## config.mk

```make
export PLATFORM = sky130hd
export DESIGN_NAME = shift_reg_bank_async
export DESIGN_NICKNAME = d
export VERILOG_FILES = /design/src/rtl/shift_reg_bank_async.sv
export SDC_FILE = /design/constraint.sdc
export NUM_CORES = 1
export LEC_CHECK = 0
export CAP_MARGIN = 20
export CORE_MARGIN = 2
export CORE_UTILIZATION = 30
export CTS_BUF_LIST = sky130_fd_sc_hd__clkbuf_8
export DETAILED_ROUTE_END_ITERATION = 6
export PLACE_DENSITY = 0.55
export SKIP_LAST_GASP = 1
export SYNTH_ARGS = -nofsm -noshare
export SYNTH_HDL_FRONTEND = slang
export SYNTH_SLANG_ARGS = --single-unit
```

## constraint.sdc

```tcl
create_clock -name clk -period 2.9 [get_ports clk]
set_input_delay 0.58 -clock clk [delete_from_list [all_inputs] [get_ports clk]]
set_output_delay 0.58 -clock clk [all_outputs]
set_load 0.1 [all_outputs]
```

## src/rtl/shift_reg_bank_async.sv

```systemverilog
// WIDTH-bit shift/rotate register bank with async clear, sync preset,
// single-step and counted burst operation with busy/done handshake.
module shift_reg_bank_async #(
  parameter int unsigned         WIDTH      = 8,
  parameter logic [WIDTH-1:0]    PRESET_VAL = {WIDTH{1'b1}},
  localparam int unsigned        SW         = $clog2(WIDTH+1)
) (
  input  logic             clk,
  input  logic             clr,
  input  logic             prst,
  input  logic             en,
  input  logic [2:0]       mode,
  input  logic [WIDTH-1:0] d_in,
  input  logic             ser_in,
  input  logic             start,
  input  logic [SW-1:0]    shamt,
  output logic [WIDTH-1:0] q,
  output logic [WIDTH-1:0] q_bar,
  output logic             ser_out,
  output logic             busy,
  output logic             done
);

  localparam logic [2:0] M_HOLD = 3'd0;
  localparam logic [2:0] M_LOAD = 3'd1;
  localparam logic [2:0] M_SHL  = 3'd2;
  localparam logic [2:0] M_SHR  = 3'd3;
  localparam logic [2:0] M_ROTL = 3'd4;
  localparam logic [2:0] M_ROTR = 3'd5;
  localparam logic [2:0] M_ASR  = 3'd6;

  typedef enum logic {
    S_IDLE,
    S_RUN
  } state_e;

  state_e           state_q, state_d;
  logic [WIDTH-1:0] q_q, q_d;
  logic             ser_q, ser_d;
  logic             busy_q, busy_d;
  logic             done_q, done_d;
  logic [SW-1:0]    cnt_q, cnt_d;
  logic [2:0]       lmode_q, lmode_d;

  logic [2:0]       step_mode;
  logic [WIDTH:0]   step_res;
  logic             is_shift;
  logic [SW-1:0]    sat_cnt;

  // Returns {ser_out, q} after one step of mode m.
  function automatic logic [WIDTH:0] step_f(
    input logic [2:0]       m,
    input logic [WIDTH-1:0] v,
    input logic [WIDTH-1:0] ld,
    input logic             si,
    input logic             so
  );
    logic [WIDTH:0] r;
    r = {so, v};
    case (m)
      M_LOAD: r = {so, ld};
      M_SHL:  r = {v[WIDTH-1], v[WIDTH-2:0], si};
      M_SHR:  r = {v[0], si, v[WIDTH-1:1]};
      M_ROTL: r = {v[WIDTH-1], v[WIDTH-2:0], v[WIDTH-1]};
      M_ROTR: r = {v[0], v[0], v[WIDTH-1:1]};
      M_ASR:  r = {v[0], v[WIDTH-1], v[WIDTH-1:1]};
      default: r = {so, v};
    endcase
    return r;
  endfunction

  always_comb begin
    is_shift  = (mode >= M_SHL) && (mode <= M_ASR);
    sat_cnt   = (shamt > SW'(WIDTH)) ? SW'(WIDTH) : shamt;
    step_mode = (state_q == S_RUN) ? lmode_q : mode;
    step_res  = step_f(step_mode, q_q, d_in, ser_in, ser_q);
  end

  always_comb begin
    q_d     = q_q;
    ser_d   = ser_q;
    busy_d  = busy_q;
    done_d  = 1'b0;
    state_d = state_q;
    cnt_d   = cnt_q;
    lmode_d = lmode_q;
    if (!prst) begin
      q_d     = PRESET_VAL;
      ser_d   = 1'b0;
      busy_d  = 1'b0;
      state_d = S_IDLE;
    end else if (en) begin
      unique case (state_q)
        S_IDLE: begin
          if (start && is_shift && (shamt != '0)) begin
            lmode_d = mode;
            cnt_d   = sat_cnt;
            busy_d  = 1'b1;
            state_d = S_RUN;
          end else begin
            {ser_d, q_d} = step_res;
            done_d       = start;
          end
        end
        S_RUN: begin
          {ser_d, q_d} = step_res;
          cnt_d        = cnt_q - SW'(1);
          // Final step of the burst releases busy and pulses done.
          if (cnt_q == SW'(1)) begin
            busy_d  = 1'b0;
            done_d  = 1'b1;
            state_d = S_IDLE;
          end
        end
        default: state_d = S_IDLE;
      endcase
    end
  end

  always_ff @(posedge clk or negedge clr) begin
    if (!clr) begin
      state_q <= S_IDLE;
      q_q     <= '0;
      ser_q   <= 1'b0;
      busy_q  <= 1'b0;
      done_q  <= 1'b0;
      cnt_q   <= '0;
      lmode_q <= M_HOLD;
    end else begin
      state_q <= state_d;
      q_q     <= q_d;
      ser_q   <= ser_d;
      busy_q  <= busy_d;
      done_q  <= done_d;
      cnt_q   <= cnt_d;
      lmode_q <= lmode_d;
    end
  end

  assign q       = q_q;
  assign q_bar   = ~q_q;
  assign ser_out = ser_q;
  assign busy    = busy_q;
  assign done    = done_q;

endmodule

```

==> results.md, run 1 <==
- Via density: 5.337
- Final min period: 2.547 ns
- Drt first pass iters: 4
- Clk_lat worst skew: 0.26 ns
- TritonCTS clock tree: built
- Synth top cells by count: nand2_1, dfrtp_1, inv_1, a21oi_1, a221oi_1
- Die Y: 73.35 um
- CTS max path bufs: 2
- Status: completed
- Site Rows: 25
- Count of endpoints failing setup in the final report: 0
- Net Sw Power: 0.5156 mW
- Register area share after synthesis: 32.96%
- Netlist Area Pre-Place: 0.001443 mm^2
- Number of synthesized register bits: 19
- Warnings from Yosys: 0
- Crit path launch type: input port
- Combinational Power Share: 50.6%
- Initial Util: 30.75%
- Ys flop type: dfrtp_1
- # fillers: 488
- Antenna violations before repair: 0
- Vias in the first global route: 1430
- Post-Syn Instances: 172
- CTS Sinks: 19
- First-pass GRT wire length: 6.803 mm
- H-tree depth: 1
- DRT iter0 DRCs: 76
- Core region area: 0.004692 mm^2
- TNS Setup: 0 ns
- Hold Path Class: reg2reg
- Chip width: 73.35 um
- Top-count cell post-synth: nand2_1
- Post-CTS sizing: 0
- Synth top area share: 32.96%
- I/O Pins: 40
- Netlist cell types: 47
- Final Hold Fails: 0
- R2R depth: 4
- Crit Path Class: in2reg
- DP HPWL: 2.986 mm
- Worst Path Max Fanout: 14
- Fin worst setup slack: 0.3530 ns
- Clock skew: 0.007346 ns
- Setup bufs post-CTS: 0
- Worst Tran Pin Value: 0.5580 ns
- Clock power frac: 17.3%
- PortBufs: 39
- Power density over the cells: 556.2 mW/mm^2
- Post-synthesis cell type with the largest combined area: dfrtp_1
- Grt total ovfl: 0
- Hold buffer count at cts: 0
- # DRC: 0
- Clock tree root buffer cell: clkbuf_8
- Fraction of power spent switching nets: 47.61%
- Total CTS buffers: 3
- Worst setup EP type: flop
- Wire per inst: 14.55 um
- Lkg Pwr: 0.9074 nW
- Clock Pin Slew Worst Setup and Hold Paths: 0.08 ns
- Hold Slack: 0.5401 ns
- Fin crit share: 87.83%
- Post-synth net total: 195
- Ys async rst share: 100.0%
- Ratio of cells with drive above 1 in the final layout: 21.92%
- VDD IR max: 0.2726 mV
- Largest cells by area after synthesis: dfrtp_1, nand2_1, o211ai_2
- Pin count of the biggest net entering global routing: 20
- Mean Syn Cell Area: 8.387 um^2
- Post-route antenna net violation count: 0
- Die area: 0.005379 mm^2
- Placer Congestion: 0.8094
- GR Util All Layers: 16.16%
- Number of max-cap violations: 0
- Final design utilization: 41.49%
- Number of synthesized flops with an enable pin: 0
- CP required: 3.07 ns
- Nets: 243
- Pre-CTS setup slack: 0.09213 ns
- P_int: 0.5672 mW
- Peak Freq: 0.3926 GHz
- WL final: 3.973 mm
- Final Power: 1.083 mW
- Slew margin rel.: 62.80%
- Ant diodes: 0
- DR vias: 1457
- Register share of total power: 32.2%
- RSZ-0062 raised after global routing: false
- Hold depth: 2
- Max-slew violation count: 0
- Synth-to-layout area growth: 34.95%
- CP arrival: 2.71 ns
cell usage in the layout, fill, tap and decap left out, types with 3 or more instances in the layout:
cell type        count
buf_4               30
nor2_1               5
a211oi_1             4
o21ai_0              6
nand2_1             31
mux2i_1              3
a31oi_1              3
nand3_1              6
clkbuf_8             3
inv_1               15
clkdlybuf4s50_1     20
mux2_2               5
dfrtp_1             19
a21oi_1             11
nand2b_1             4
o211ai_2             6
a221oi_1             8
kinds of logic after synthesis:
logic type | synth area share (%)
flops | 32.96
mux | 6.938
xor+xnor | 0.6072
simple gates | 21.60
buf+inv | 6.331
fa+ha+maj | 1.734
compound gates | 29.84
layout make-up:
| cell class | count | area [um^2] | share of cell area (%) |
|---|---|---|---|
| Multi-Input combinational cell | 131 | 875.8 | 44.99 |
| Clock inverter | 1 | 5.005 | 0.2571 |
| Timing Repair Buffer | 50 | 425.4 | 21.85 |
| Sequential cell | 19 | 475.5 | 24.42 |
| Clock buffer | 3 | 41.29 | 2.121 |
| Tap cell | 54 | 67.56 | 3.470 |
| Inverter | 15 | 56.30 | 2.892 |
sequential cells by signal, summed over array words and instances (netlist names):
register,flops
done,1
lmode_q,3
busy,1
q,8
cnt_q,4
ser_out,1
state_q,1
final timing paths:
| kind | start | endpoint | slack [ns] |
|---|---|---|---|
| min | busy$_DFFE_PN0P_ | busy$_DFFE_PN0P_ | 0.54 |
| max reg2reg | state_q$_DFFE_PN0P_ | q[0]$_DFFE_PN0P_ | 0.69 |
| max in group asynchronous | clr | cnt_q[1]$_DFFE_PN0P_ | 2.02 |
| min reg2reg | busy$_DFFE_PN0P_ | busy$_DFFE_PN0P_ | 0.54 |
| max | shamt[2] | q[0]$_DFFE_PN0P_ | 0.35 |
| min in group asynchronous | clr | q[2]$_DFFE_PN0P_ | 0.66 |
critical path, stage by stage:
cell,delay (ns)
clkdlybuf4s50_1,0.42
or4_4,0.57
and4_4,0.21
a2111o_1,0.59
o311ai_1,0.34
through the flow:
stage,instances,cell area (um^2)
finish,273,1947
floorplan,172,1443
global route,273,1947
detailed placement,269,1901
CTS,273,1947
global placement,269,1901
per-layer routing:
| layer | track usage [%] | share of wire (%) | vias to the layer above |
|---|---|---|---|
| met2 | 26.03 | 44 | 33 |
| met4 | 3.636 | 0.96 | 0 |
| met1 | 22.20 | 50 | 682 |
| met3 | 3.567 | 5.0 | 4 |
| met5 | 0 | 0 | - |
| li1 | - | - | 738 |
power groups by stage:
stage               Clock, mW  Combinational, mW  Sequential (mW)
floorplan                   0              0.296            0.454
global placement            0              0.547            0.354
detailed placement          0              0.548            0.354
CTS                     0.195              0.550            0.349
global route            0.207              0.591            0.357
finish                  0.187              0.547            0.348
Power figures use the tool's default switching activity.
==> inputs of run 2 (changes only) <==
Settings changed: CAP_MARGIN 20 to unset, DONT_BUFFER_PORTS set to 1, PLACE_DENSITY 0.55 to 0.45.
==> run 2 against run 1 <==
Clock skew is 0.0051 ns lower. Design area is 14% lower. First-iteration DRC count is 18% lower. Flip-flop and latch count stayed put. Total power is 4.1% lower. Worst setup slack better by 0.17 ns.
==> results.md, run 2 (synthesis results as in run 1) <==
- Ant diodes: 0 (unchanged)
- Max reg flops: 8 (unchanged)
- Clock tree root buffer cell: clkbuf_8
- Clock Pin Slew Worst Setup and Hold Paths: 0.08 ns (about the same)
- Die Y: 73.35 um (unchanged)
- Worst setup EP type: flop
- Vias in the first global route: 1356 (-5.2%)
- GR Util All Layers: 15.50% (-0.66 points)
- Max-slew violation count: 0 (unchanged)
- Final design utilization: 35.73% (-5.8 points)
- Most frequent cells in the layout: nand2_1, dfrtp_1, buf_4
- Via density: 5.753 (+7.8%)
- Worst Tran Pin Value: 0.9376 ns (+0.3796 ns)
- Number of max-cap violations: 0 (unchanged)
- TNS Setup: 0 ns (unchanged)
- Fin crit share: 81.90% (-5.9 points)
- Lkg Pwr: 0.7782 nW (-14%)
- H-tree depth: 1 (unchanged)
- RSZ-0062 raised after global routing: false
- Hold Path Class: in2reg
- CP arrival: 2.53 ns (-0.18 ns)
- PortBufs: 0 (-100%)
- DRT iter0 DRCs: 62 (-18%)
- VDD IR max: 0.1643 mV (-40%)
- Antenna violations before repair: 0 (unchanged)
- Die area: 0.005379 mm^2 (unchanged)
- Grt total ovfl: 0 (unchanged)
- Count of endpoints failing setup in the final report: 0 (unchanged)
- TritonCTS clock tree: built
- Wire per inst: 16.57 um (+14%)
- Slew margin rel.: 37.49% (-25 points)
- Final min period: 2.375 ns (-0.1720 ns)
- Power density over the cells: 619.0 mW/mm^2 (+11%)
- Core region area: 0.004692 mm^2 (unchanged)
- Final Power: 1.038 mW (-4.1%)
- Final Hold Fails: 0 (unchanged)
- Pin count of the biggest net entering global routing: 16 (-20%)
- I/O Pins: 40 (unchanged)
- Clock skew: 0.002207 ns (-0.005139 ns)
- Hold Slack: 0.3931 ns (-0.1470 ns)
- # DRC: 0 (unchanged)
- Flop-to-flop setup slack: 0.53 ns (-0.16 ns)
- Site Rows: 25 (unchanged)
- Total CTS buffers: 3 (unchanged)
- CP required: 3.06 ns (about the same)
- Crit Path Class: reg2reg
- Placer Congestion: 0.7842 (-3.1%)
- Setup bufs post-CTS: 0 (unchanged)
- Clk_lat worst skew: 0.26 ns (about the same)
- WL final: 4.027 mm (+1.4%)
- Post-CTS sizing: 0 (unchanged)
- Synth-to-layout area growth: 16.22%
- Commonest non-fill, non-tap cell in the layout: nand2_1
- Hold buffer count at cts: 1 (+1)
- Crit path launch type: flop
- Nets: 213 (-12%)
- Peak Freq: 0.4211 GHz (+7.2%)
- Chip width: 73.35 um (unchanged)
- Fin worst setup slack: 0.5250 ns (+0.1720 ns)
- CTS Sinks: 19 (unchanged)
- Status: completed
- DP HPWL: 2.976 mm (-0.32%)
- Initial Util: 30.75% (unchanged)
- # fillers: 513 (+5.1%)
- Drt first pass iters: 4 (unchanged)
- Pre-CTS setup slack: 0.5229 ns (+0.4308 ns)
- CTS max path bufs: 2 (unchanged)
- DR vias: 1398 (-4.0%)
- Worst Path Max Fanout: 14 (unchanged)
- Post-route antenna net violation count: 0 (unchanged)
- Ratio of cells with drive above 1 in the final layout: 19.05% (-2.9 points)
- First-pass GRT wire length: 6.520 mm (-4.2%)
-- run 2: cell count changes in the layout (fill, tap and decap cells not counted) --
cell             change
buf_4               -12
clkdlybuf4s50_1     -20
dlygate4sd3_1        +2
-- run 2: per-stage QoR --
step | cell area [um^2] | cells
after global routing | 1677 | 243
after detailed placement | 1610 | 237
after global placement | 1610 | 237
after floorplan | 1443 | 172
after CTS | 1667 | 242
final | 1677 | 243
-- run 2: path summary, 6_finish.rpt --
kind	from	end	cells past startpoint
min reg2reg	q[3]$_DFFE_PN0P_	q[3]$_DFFE_PN0P_	2
max in group asynchronous	clr	cnt_q[0]$_DFFE_PN0P_	1
max reg2reg	state_q$_DFFE_PN0P_	q[0]$_DFFE_PN0P_	4
min	prst	q[3]$_DFFE_PN0P_	1
max	state_q$_DFFE_PN0P_	q[0]$_DFFE_PN0P_	4
min in group asynchronous	clr	q[2]$_DFFE_PN0P_	1
-- run 2: layout make-up --
class	count	area, um^2	area share, %
multi-input combinational	131	875.8	52.24
tap	54	67.56	4.030
sequential	19	475.5	28.36
inverter	15	56.30	3.358
clock inverter	1	5.005	0.2985
clock buffer	3	41.29	2.463
timing repair buffer	20	155.1	9.254
-- run 2: where the power goes --
group / leakage, nW / switching (mW) / internal [mW] / total [mW]
Combinational: 0.537 / 0.354 / 0.137 / 0.491
Clock: 0.0255 / 0.0945 / 0.0956 / 0.190
Sequential: 0.216 / 0.0583 / 0.298 / 0.356
-- run 2: layer usage --
metal	wire, um	global-route usage [%]	up-vias
met3	365	3.978	4
met5	0	0	-
met1	1704	19.64	669
li1	-	-	671
met2	1924	25.53	54
met4	32	5.455	0
-- run 2: critical path: stages (launching register included) --
cell	delay [ns]
dfrtp_1	0.60
mux2_2	0.50
and3_1	0.20
a2111o_1	0.63
o311ai_1	0.35
==> inputs of run 3 (changes only) <==
Settings changed: PLACE_DENSITY 0.45 to 0.46.
Clock period 2.9 ns to 1.95 ns, I/O delays scaled along.
==> run 3 against run 2 <==
Combinational power up 64%. Flip-flop and latch count unchanged. Design area grew 9.6%. Critical path type unchanged. Highest routed layer unchanged. Clock skew is essentially flat. Die area unchanged. Largest power group unchanged. Via count up 0.86%. Sequential power increased by 51%. Register-to-register slack lost 0.44 ns. Core utilization grew 3.4 points. Clock-buffer cell count unchanged. First-iteration DRC count decreased by 48%.
==> results.md, run 3 (synthesis results as in run 1) <==
- CP arrival: 2.00 ns (-0.53 ns)
- Count of endpoints failing setup in the final report: 0 (unchanged)
- Die area: 0.005379 mm^2 (unchanged)
- Die Y: 73.35 um (unchanged)
- Nets: 225 (+5.6%)
- Wire per inst: 16.44 um (-0.80%)
- Antenna violations before repair: 0 (unchanged)
- Worst Tran Pin Value: 0.9031 ns (-0.03445 ns)
- DRT iter0 DRCs: 32 (-48%)
- DR vias: 1410 (+0.86%)
- H-tree depth: 1 (unchanged)
- GR Util All Layers: 16.28% (+0.78 points)
- Final Hold Fails: 0 (unchanged)
- Final design utilization: 39.15% (+3.4 points)
- Number of max-cap violations: 0 (unchanged)
- Max reg flops: 8 (unchanged)
- Crit-path slowest cell: a2111o_1
- Total CTS buffers: 3 (unchanged)
- Fin crit share: 95.47% (+14 points)
- # DRC: 0 (unchanged)
- Critical R2R Launch: state_q$_DFFE_PN0P_
- Clock skew: 0.001964 ns (-0.0002433 ns)
- Drt first pass iters: 4 (unchanged)
- Grt total ovfl: 0 (unchanged)
- # fillers: 497 (-3.1%)
- Design area: 0.001837 mm^2 (+9.6%)
- R2R depth: 6 (+2)
- Ratio of cells with drive above 1 in the final layout: 32.84% (+14 points)
- Clock tree root buffer cell: clkbuf_8
- Lkg Pwr: 0.8133 nW (+4.5%)
- Final min period: 1.862 ns (-0.5133 ns)
- TNS Setup: 0 ns (unchanged)
- TritonCTS clock tree: built
- PortBufs: 0 (unchanged)
- Peak Freq: 0.5372 GHz (+28%)
- Hold depth: 1 (unchanged)
- CTS max path bufs: 2 (unchanged)
- Hold endpoint: q[5]$_DFFE_PN0P_
- Crit path launch type: flop
- VDD IR max: 0.2547 mV (+55%)
- Reg-to-Reg End: q[6]$_DFFE_PN0P_
- Vias in the first global route: 1435 (+5.8%)
- Chip width: 73.35 um (unchanged)
- WL final: 4.192 mm (+4.1%)
- I/O Pins: 40 (unchanged)
- Status: completed
- Max-slew violation count: 0 (unchanged)
- Hold Path Class: in2reg
- Clock Pin Slew Worst Setup and Hold Paths: 0.08 ns (about the same)
- Core region area: 0.004692 mm^2 (unchanged)
- Placer Congestion: 0.8233 (+5.0%)
- Flop-to-flop setup slack: 0.09 ns (-0.44 ns)
- Delay-heaviest family, CP: compound AO/OA/AOI/OAI gates
- Slew margin rel.: 39.59% (+2.1 points)
- Ant diodes: 0 (unchanged)
- Final Power: 1.624 mW (+56%)
- Crit Path Class: reg2reg
- Clk_lat worst skew: 0.25 ns (about the same)
- Worst setup EP type: flop
- CTS Sinks: 19 (unchanged)
- Initial Util: 30.75% (unchanged)
- Post-route antenna net violation count: 0 (unchanged)
- Power density over the cells: 884.3 mW/mm^2 (+43%)
- Via density: 5.529 (-3.9%)
- Hold Slack: 0.2046 ns (-0.1885 ns)
- Commonest non-fill, non-tap cell in the layout: nand2_1
- Most frequent cells in the layout: nand2_1, buf_4, inv_1, a21oi_1, dfrtp_1
- CP required: 2.09 ns (-0.97 ns)
- WP buf/inv: 1 (+1)
- RSZ-0062 raised after global routing: false
- Pin count of the biggest net entering global routing: 20 (+4)
- Synth-to-layout area growth: 27.32%
- Critical Path, Cell by Cell: mux2_2 > and3_1 > a2111o_1 > buf_12 > nand2_1 > o211ai_2
- Site Rows: 25 (unchanged)
- Worst Path Max Fanout: 13 (-1)
- First-pass GRT wire length: 6.893 mm (+5.7%)
- Crit path largest cell delay: 0.44 ns (-0.19 ns)
- Setup bufs post-CTS: 0 (unchanged)
- DP Area: 0.001755 mm^2 (+9.0%)
- DP HPWL: 3.196 mm (+7.4%)
- HP Start: prst
run 3: layer usage:
| layer | track usage [%] | wire length (um) | share of wire, % | up-vias |
|---|---|---|---|---|
| met4 | 5.657 | 25 | 0.60 | 0 |
| met5 | 0 | 0 | 0 | - |
| met3 | 2.606 | 234 | 5.6 | 2 |
| met2 | 26.93 | 2008 | 48 | 39 |
| met1 | 21.53 | 1923 | 46 | 672 |
| li1 | - | - | - | 697 |
run 3: area by class of cell:
| type | count | area (um^2) | share of cell area [%] |
|---|---|---|---|
| clock buffer | 3 | 41.29 | 2.248 |
| multi-input combinational | 131 | 899.6 | 48.98 |
| clock inverter | 1 | 5.005 | 0.2725 |
| timing repair buffer | 32 | 255.2 | 13.90 |
| tap | 54 | 67.56 | 3.678 |
| sequential | 19 | 496.7 | 27.04 |
| inverter | 15 | 71.32 | 3.883 |
run 3: worst max path at each step:
stage                             start          endpoint  slack (ns)  cells after the start
floorplan              q[6]$_DFFE_PN0P_  q[7]$_DFFE_PN0P_       -0.06                      5
global placement               shamt[2]  q[1]$_DFFE_PN0P_        0.02                      6
detailed placement             shamt[2]  q[6]$_DFFE_PN0P_       0.003                      6
CTS                 state_q$_DFFE_PN0P_  q[1]$_DFFE_PN0P_        0.01                      7
global route        state_q$_DFFE_PN0P_  q[5]$_DFFE_PN0P_        0.01                      7
finish              state_q$_DFFE_PN0P_  q[6]$_DFFE_PN0P_        0.09                      6
run 3: power breakdown:
part | switching (mW) | internal [mW]
clock | 0.139 | 0.142
combinational | 0.552 | 0.253
sequential | 0.0848 | 0.453
total | 0.776 | 0.848
run 3: metrics by stage:
step	cells	setup slack, ns
detailed placement	250	0.002510
floorplan	172	-0.05716
global placement	250	0.01902
CTS	255	0.01315
global route	255	0.01112
finish	255	0.08834
run 3: timing repair:
action	in CTS	in global routing
setup endpoints to repair	0	9
resized for setup	0	5
hold buffers	1	0
hold endpoints to repair	19	0
